[src/rtl/mux_sel_sequencer.sv]
// Round-robin select generator for a 4:1 mux: one-hot grant plus {s1,s2}, each slot DWELL clocks.
// Optional MUX_SEL_HOLD_EN adds a hold input that stretches the final cycle of a slot.
module mux_sel_sequencer #(
  parameter int DWELL = 4
) (
  input  logic       clk,
  input  logic       rst_n,
  input  logic       en,
  input  logic [3:0] req,
`ifdef MUX_SEL_HOLD_EN
  input  logic       hold,
`endif
  output logic       s1,
  output logic       s2,
  output logic [3:0] gnt,
  output logic       valid,
  output logic       slot_done
);

  localparam int CW = $clog2(DWELL + 1);
  localparam logic [CW-1:0] LAST = CW'(DWELL - 1);

  typedef enum logic {IDLE, GRANT} state_t;

  state_t        state;
  logic [CW-1:0] cnt;
  logic [1:0]    ptr;
  logic [1:0]    sel;
  logic [1:0]    pick;
  logic [1:0]    cand;
  logic          hold_i;
  logic          final_c;
  logic          end_slot;
  logic          start;
  logic          grant_now;

`ifdef MUX_SEL_HOLD_EN
  assign hold_i = hold;
`else
  assign hold_i = 1'b0;
`endif

  assign {s1, s2} = sel;

  // First requester after the last-served channel; ptr itself is the last candidate.
  always_comb begin
    pick = ptr;
    cand = ptr;
    for (int i = 4; i >= 1; i--) begin
      cand = ptr + 2'(i);
      if (req[cand]) pick = cand;
    end
  end

  assign final_c   = (cnt == LAST);
  assign end_slot  = !req[sel] || (final_c && !hold_i);
  assign start     = en && (|req);
  assign grant_now = start && ((state == IDLE) || end_slot);

  // The final-cycle state is registered; gating with live req/hold keeps a
  // same-cycle abort or hold from ever showing a completion pulse.
  assign slot_done = valid && final_c && req[sel] && !hold_i;

  always_ff @(posedge clk or negedge rst_n) begin
    if (!rst_n) begin
      state <= IDLE;
      cnt   <= '0;
      ptr   <= 2'd3;
      sel   <= 2'd0;
      valid <= 1'b0;
      gnt   <= 4'b0000;
    end else if (grant_now) begin
      state <= GRANT;
      cnt   <= '0;
      ptr   <= pick;
      sel   <= pick;
      valid <= 1'b1;
      gnt   <= 4'b0001 << pick;
    end else if (state == GRANT) begin
      if (end_slot) begin
        state <= IDLE;
        cnt   <= '0;
        valid <= 1'b0;
        gnt   <= 4'b0000;
      end else if (!final_c) begin
        cnt <= cnt + 1'b1;
      end
    end
  end

endmodule
[config.mk]
export PLATFORM = sky130hd
export DESIGN_NAME = mux_sel_sequencer
export DESIGN_NICKNAME = d
export VERILOG_FILES = /design/src/rtl/mux_sel_sequencer.sv
export SDC_FILE = /design/constraint.sdc
export NUM_CORES = 1
export LEC_CHECK = 0
export CORE_MARGIN = 2
export CORE_UTILIZATION = 44
export CTS_CLUSTER_SIZE = 10
export DETAILED_ROUTE_END_ITERATION = 8
export PLACE_DENSITY = 0.71
export SLEW_MARGIN = 20
export SYNTH_ARGS = -nofsm -noshare
export SYNTH_HDL_FRONTEND = slang
export SYNTH_SLANG_ARGS = --single-unit
[constraint.sdc]
create_clock -name clk -period 2.5 [get_ports clk]
set_clock_uncertainty 0.1 [all_clocks]
set_input_delay 0.5 -clock clk [delete_from_list [all_inputs] [get_ports clk]]
set_output_delay 0.5 -clock clk [all_outputs]
set_load 0.01 [all_outputs]
Word-level counts from Yosys, hierarchy flattened. Index checks and enable logic that the tools add are counted.

Flip-flop bits (word level): 13. Input bits: 7. Output and inout bits: 8. Word-level logic and storage cells: 54.

Add/subtract/negate cells: 4. Order comparisons: 4. Equality and inequality tests: 2. Shifts and indexed selects: 1. Muxes and demuxes: 24. Bitwise operators: 1. Reductions and logical operators: 12.

Operators with widths (count): < comparator 2 x 3 -> 1 bit (second input constant) (4); 2-to-1 mux 3 bit (4); 2-to-1 mux 4 bit (3); 2-to-1 mux 1 bit (10); binary-select mux 1 bit (select 2 bit) (4); 2-to-1 mux 2 bit (3); adder 2 bit (second input constant) (2); logical AND 1 bit (4); AND reduction 2 bit (2); nonzero test 2 bit (2); OR reduction 4 bit (1); << shifter 1 x 2 -> 4 bit (first input constant) (1); adder 3 x 1 -> 3 bit (second input constant) (1); == test 3 x 2 -> 1 bit (second input constant) (1); != test 3 x 1 -> 1 bit (second input constant) (1); adder 2 x 1 -> 2 bit (second input constant) (1); logical OR 1 bit (2); logical NOT 1 bit (1); inverter 1 bit (1).

Depth between registers and ports, before layout. Gate-level depths: netlist of the first run.

Word-level depth: 8. Gate-level depth with buffers: 7. Depth with buffers taken out: 6.

Worst setup path before layout of the first run. No wires, ideal clock.

Path kind: input to output. From: in req[3]. To: out slot_done. Arrival: 1.255 ns. Required time: 1.900 ns. Path slack: 0.645 ns. Cell stages on the path: 2. Path buffers: 0. Cells stage by stage: mux4_2 > and3_1.

Cells in the longest elaborated chain, start to end: 3.

RTL lines: from (decl) (RTL line 9) `input logic [3:0] req,`; binary-select mux 1 bit (select 2 bit) (RTL line 62) `assign slot_done = valid && final_c && req[sel] && !hold_i;`; 2-to-1 mux 1 bit (implied by the code) (RTL line 62); logical AND 1 bit (RTL line 62); to (decl) (RTL line 17) `output logic slot_done`.

No other way between the ends. The select of a mux whose other input is x is not followed.

Final worst setup path of the first run. Same ends and word-level chain as after synthesis.

==> results of run 1 <==
## logic make-up (layout without fill, tap and decap cells)
family	count (synthesis)	after routing	share of synthesized area [%]
AND/OR/NAND/NOR	20	20	15.40
flip-flops	13	13	48.61
adder cells (fa/ha/maj)	2	2	3.710
multiplexers	3	3	7.235
AO/OA/AOI/OAI	18	18	22.82
buffers and inverters	2	26	2.226
## registers in the layout (all words and copies together), names as in the netlist
name,count
gnt,4
cnt,3
valid,1
sel,2
state,1
ptr,2
## worst reg2reg max path: cells and delay by family, from the launching register on
family | cells | cell delay, ps
AOI/OAI and AO/OA | 2 | 370
adders and majority gates | 2 | 420
buffers and inverters | 1 | 180
DFF | 1 | 410
and+or+nand+nor | 1 | 340
## metal layers
metal / vias up / track usage [%]
met3: 2 / 3.404
li1: 267 / -
met2: 16 / 30.75
met4: 0 / 10.30
met5: - / 0
met1: 269 / 22.64
## path summary, 6_finish.rpt
check / start / to / slack [ps]
setup / recovery: req[3] / slot_done / 160
hold / removal: gnt[2] / gnt[2] / 400
setup reg to reg: cnt[0] / gnt[3] / 580
hold reg to reg: gnt[2] / gnt[2] / 400
max in group asynchronous: rst_n / gnt[3] / 1430
min in group asynchronous: rst_n / cnt[0] / 480
## through the flow
step / area, sq um / total power, mW / cells
finish: 897.1 / 1.020 / 98
global route: 897.1 / 1.095 / 98
CTS: 902.1 / 1.030 / 98
detailed placement: 875.8 / 0.8902 / 94
global placement: 875.8 / 0.8779 / 94
floorplan: 674.4 / 0.6804 / 58
## where the power goes
part	switching [mW]	internal, mW
sequential	0.0752	0.312
clock	0.0744	0.0619
combinational	0.223	0.272
## final cells by class
| class | count | area share [%] |
|---|---|---|
| multi-input cells | 43 | 36.96 |
| flip-flops and latches | 13 | 36.54 |
| repair buffers | 21 | 20.92 |
| clock buffers | 4 | 2.929 |
| well taps | 16 | 2.232 |
| inverters | 1 | 0.4184 |
## layout by cell type, fill, tap and decap left out, types with 2 or more instances in the layout
cell / n
nand2_1: 5
buf_4: 7
dfrtp_1: 11
nand2b_1: 5
a32o_1: 5
clkdlybuf4s50_1: 13
ha_1: 2
nor2_1: 3
clkbuf_4: 3
nor2b_1: 2
a21oi_1: 4
dfstp_2: 2
==> out/metrics.yaml, run 1 <==
avgViaCountPerCell: 5.653
cts_setup_buffers: 0
power.density_nw_per_um2: 1136
synth_cell_types: 28
clk-insertion-delay-late_ps: 280
synthTopCellsByArea: "dfrtp_1, dfstp_2, a32o_1"
ys_seq_area_share_pct: 48.61
antenna_found_initial: 0
hold_violations: 0
die-area_sq_um: 1862
grt_usage_pct: 18.66
post-route-util_pct: 60.97
seqCellArea_sq_um: 327.8
fin_setup_tns_ps: 0
port_buffers: 14
cts_sinks: 13
routed_wl_um: 1472
synth-seq-cells: 13
cp_num_cells: 4
final_max_slew_viol_count: 0
grt_pass1_wl_um: 2539
power_leakage_nw: 0.3970
synth-edff-count: 0
synth_top_area_cell: "dfrtp_1"
cts_resized: 2
top_layer_used: "met4"
final_nets: 92
multi_input_area_sq_um: 331.6
ioPinCount: 15
ys.flop_type: "dfrtp_1"
synthArstFlopShare_pct: 100.0
cp.required_ps: 1900
synth_common_cells: "dfrtp_1, a32o_1, nand2_1, nand2b_1, a21oi_1"
die_h_um: 43.15
slowest_delay_ps: 500
rsz0062_at_grt: "no"
dpl.hpwl_um: 1121
finalSetupViolations: 0
cts_tree: "done"
grt.overflow.total: 0
grt_max_degree: 14
reg2reg_depth: 6
synthesis.instances: 58
synth.most_common_cell: "dfrtp_1"
start_util_pct: 45.83
drv_cap: 0
finalCriticalPeriod_ps: 2344
firstDrtPassIters: 4
num-fill-cells: 134
max_clock_freq_mhz: 426.7
core_sq_um: 1471
hold_class: "reg2reg"
ctsHtreeMaxLevel: 1
critPathLaunchType: "input port"
clk_pin_slew_worst_paths_ps: 80
peakVddDrop_mv: 0.5478
drtAntennaViolNets: 0
period_share_pct: 93.75
syn_area_sq_um: 674.4
met3WireLength_um: 60
yosysWarnings: 0
slew-limit-headroom_pct: 61.14
vias: 554
finalWorstSetupSlack_ps: 156.3
worstSetupPathType: "in2out"
area_delta_synth_final_pct: 33.02
pre_cts_slack_ps: -202.4
drive_gt1_share_pct: 24.39
whs_path_depth: 1
hold_buffers: 0
drcViolationCount: 0
syn-num-nets: 67
crit_path_max_fanout: 2
outcome: "finished, final reports clean"
gp_congestion: 0.8412
die_w_um: 43.15
wl_per_cell_um: 15.02
worstPathCellList: "clkdlybuf4s50_1 > mux4_2 > and3_1 > clkbuf_2"
synth_top_area_share_pct: 40.82
drt_iter0_drc: 16
wl_met2_um: 777
avgSynthCellArea_sq_um: 11.63
clock_path_buffers: 2
worst_slew_pin_slew_ps: 581.1
grt_pass1_vias: 572
whs_ps: 399.2
ctsRootBufferMaster: "clkbuf_4"
antenna_cells: 0
cp_num_buf_inv: 2
wl_met1_um: 620
arrival_ps: 1740
row_count: 14
critPathTopFamily: "buffers and inverters"
cpMaxStageDelayCell: "mux4_2"
cts_buffers: 3
endpoint_kind: "output port"
Power figures use the tool's default switching activity.
==> inputs of run 2 (changes only) <==
PLACE_DENSITY = unset   (was 0.71)
PLACE_DENSITY_LB_ADDON = 0.05   (was unset)
==> out/metrics.yaml, run 2 (synthesis gave the netlist of run 1 again) <==
die_h_um: 43.15  # unchanged
most-common-layout-cells: "clkdlybuf4s50_1, dfrtp_1, buf_4"  # unchanged
ctsRootBufferMaster: "clkbuf_4"  # unchanged
drt_iter0_drc: 7  # was 16
grt_usage_pct: 17.05  # was 18.66%
grt.overflow.total: 0  # unchanged
port_buffers: 14  # unchanged
grt_pass1_vias: 478  # was 572
cp_num_cells: 4  # unchanged
clk_pin_slew_worst_paths_ps: 80  # about the same
wl_per_cell_um: 14.49  # was 15.02 um
firstDrtPassIters: 4  # unchanged
drcViolationCount: 0  # unchanged
top_regs: "gnt: 4 flops, cnt: 3 flops"  # unchanged
vias: 555  # was 554
antenna_cells: 0  # unchanged
start_util_pct: 45.83  # unchanged
final_area_sq_um: 917.1  # was 897.1 sq um
outcome: "finished, final reports clean"  # unchanged
largest-register: "gnt"  # unchanged
finalSetupViolations: 0  # unchanged
period_share_pct: 97.85  # was 93.75%
instances_no_fill: 100  # was 98
cts_sinks: 13  # unchanged
ctsHtreeMaxLevel: 1  # unchanged
worstPathCellList: "clkdlybuf4s50_1 > mux4_2 > and3_1 > clkdlybuf4s15_1"  # was clkdlybuf4s50_1 > mux4_2 > and3_1 > clkbuf_2
whs_ps: 400.7  # was 399.2 ps
area_delta_synth_final_pct: 35.99  # was 33.02%
max_clock_freq_mhz: 408.8  # was 426.7 MHz
num-fill-cells: 129  # was 134
seqCellArea_sq_um: 327.8  # unchanged
hold_class: "reg2reg"  # unchanged
slew-limit-headroom_pct: 59.75  # was 61.14%
endpoint_kind: "output port"  # unchanged
rsz0062_at_grt: "no"  # unchanged
post-place-cells: 96  # was 94
reg2reg_depth: 4  # was 6
hold_violations: 0  # unchanged
row_count: 14  # unchanged
cp.required_ps: 1900  # about the same
worstSetupPathType: "in2out"  # unchanged
core_sq_um: 1471  # unchanged
final_nets: 94  # was 92
peakVddDrop_mv: 0.5695  # was 0.5478 mV
grt_max_degree: 14  # unchanged
multi_input_area_sq_um: 331.6  # unchanged
whs_path_depth: 1  # unchanged
crit_path_max_fanout: 2  # unchanged
slowest_delay_ps: 500  # about the same
power_leakage_nw: 0.4067  # was 0.3970 nW
drive_gt1_share_pct: 25.00  # was 24.39%
worst_slew_pin_slew_ps: 601.8  # was 581.1 ps
arrival_ps: 1850  # was 1740 ps
largest_reg_flops: 4  # unchanged
finalCriticalPeriod_ps: 2446  # was 2344 ps
critPathLaunchType: "input port"  # unchanged
routed_wl_um: 1449  # was 1472 um
cts_tree: "done"  # unchanged
die_w_um: 43.15  # unchanged
cts_buffers: 3  # unchanged
drtAntennaViolNets: 0  # unchanged
avgViaCountPerCell: 5.550  # was 5.653
final_common_cell: "clkdlybuf4s50_1"  # unchanged
cp_num_buf_inv: 2  # unchanged
clock_path_buffers: 2  # unchanged
final_max_slew_viol_count: 0  # unchanged
cpMaxStageDelayCell: "mux4_2"  # unchanged
critPathTopFamily: "buffers and inverters"  # unchanged
drv_cap: 0  # unchanged
dpl.hpwl_um: 1093  # was 1121 um
gp_congestion: 0.7256  # was 0.8412
clk-insertion-delay-late_ps: 270  # was 280 ps
antenna_found_initial: 0  # unchanged
ioPinCount: 15  # unchanged
power.density_nw_per_um2: 1126  # was 1136 nW/um^2
grt_pass1_wl_um: 2263  # was 2539 um
die-area_sq_um: 1862  # unchanged
post_dp_cell_area_sq_um: 890.9  # was 875.8 sq um
## run 2: cell count changes in the layout (fill, tap and decap cells not counted)
cell and change:
buf_4 +2, clkbuf_2 -1, clkdlybuf4s15_1 +1
## run 2: layer usage
| layer | GRT usage, % | vias up | wire, um |
|---|---|---|---|
| met2 | 23.88 | 16 | 635 |
| met1 | 24.52 | 267 | 718 |
| met5 | 0 | - | 0 |
| met3 | 4.681 | 2 | 91 |
| met4 | 7.273 | 0 | 4 |
| li1 | - | 270 | - |
## run 2: layout make-up
type / count / area share (%)
flip-flops and latches: 13 / 35.74
repair buffers: 23 / 22.65
multi-input cells: 43 / 36.15
well taps: 16 / 2.183
inverters: 1 / 0.4093
clock buffers: 4 / 2.865
## run 2: power by group
part / internal, mW / leakage (nW) / switching, mW
registers: 0.313 / 0.160 / 0.0769
logic: 0.290 / 0.232 / 0.226
clock network: 0.0618 / 0.0150 / 0.0657
## run 2: what timing repair did
item	in CTS	in global routing
hold buffers	0	0
buffers inserted	0	0
resized for setup	2	0
setup endpoints to repair	1	0
## run 2: metrics by stage
step	worst slack [ps]	TNS [ps]	power (mW)	utilization [%]
floorplan	644.9	0	0.6804	-
global placement	-193.0	-193.0	0.9023	60.54
detailed placement	-186.2	-186.2	0.9088	60.54
CTS	46.61	0	1.044	62.33
global route	21.84	0	1.107	62.33
finish	53.63	0	1.033	62.33
## run 2: path summary, 6_finish.rpt
kind	startpoint	end	slack (ps)
min in group asynchronous	rst_n	sel[0]	510
hold reg to reg	cnt[0]	cnt[0]	400
max in group asynchronous	rst_n	gnt[1]	1410
setup reg to reg	sel[0]	sel[1]	610
setup / recovery	req[3]	slot_done	50
hold / removal	cnt[0]	cnt[0]	400
==> inputs of run 3 (changes only) <==
PLACE_DENSITY = 0.71   (was unset)
PLACE_DENSITY_LB_ADDON = unset   (was 0.05)
==> results of run 3 <==
Same layout as run 1: the final DEF is identical, and so are final timing and power.
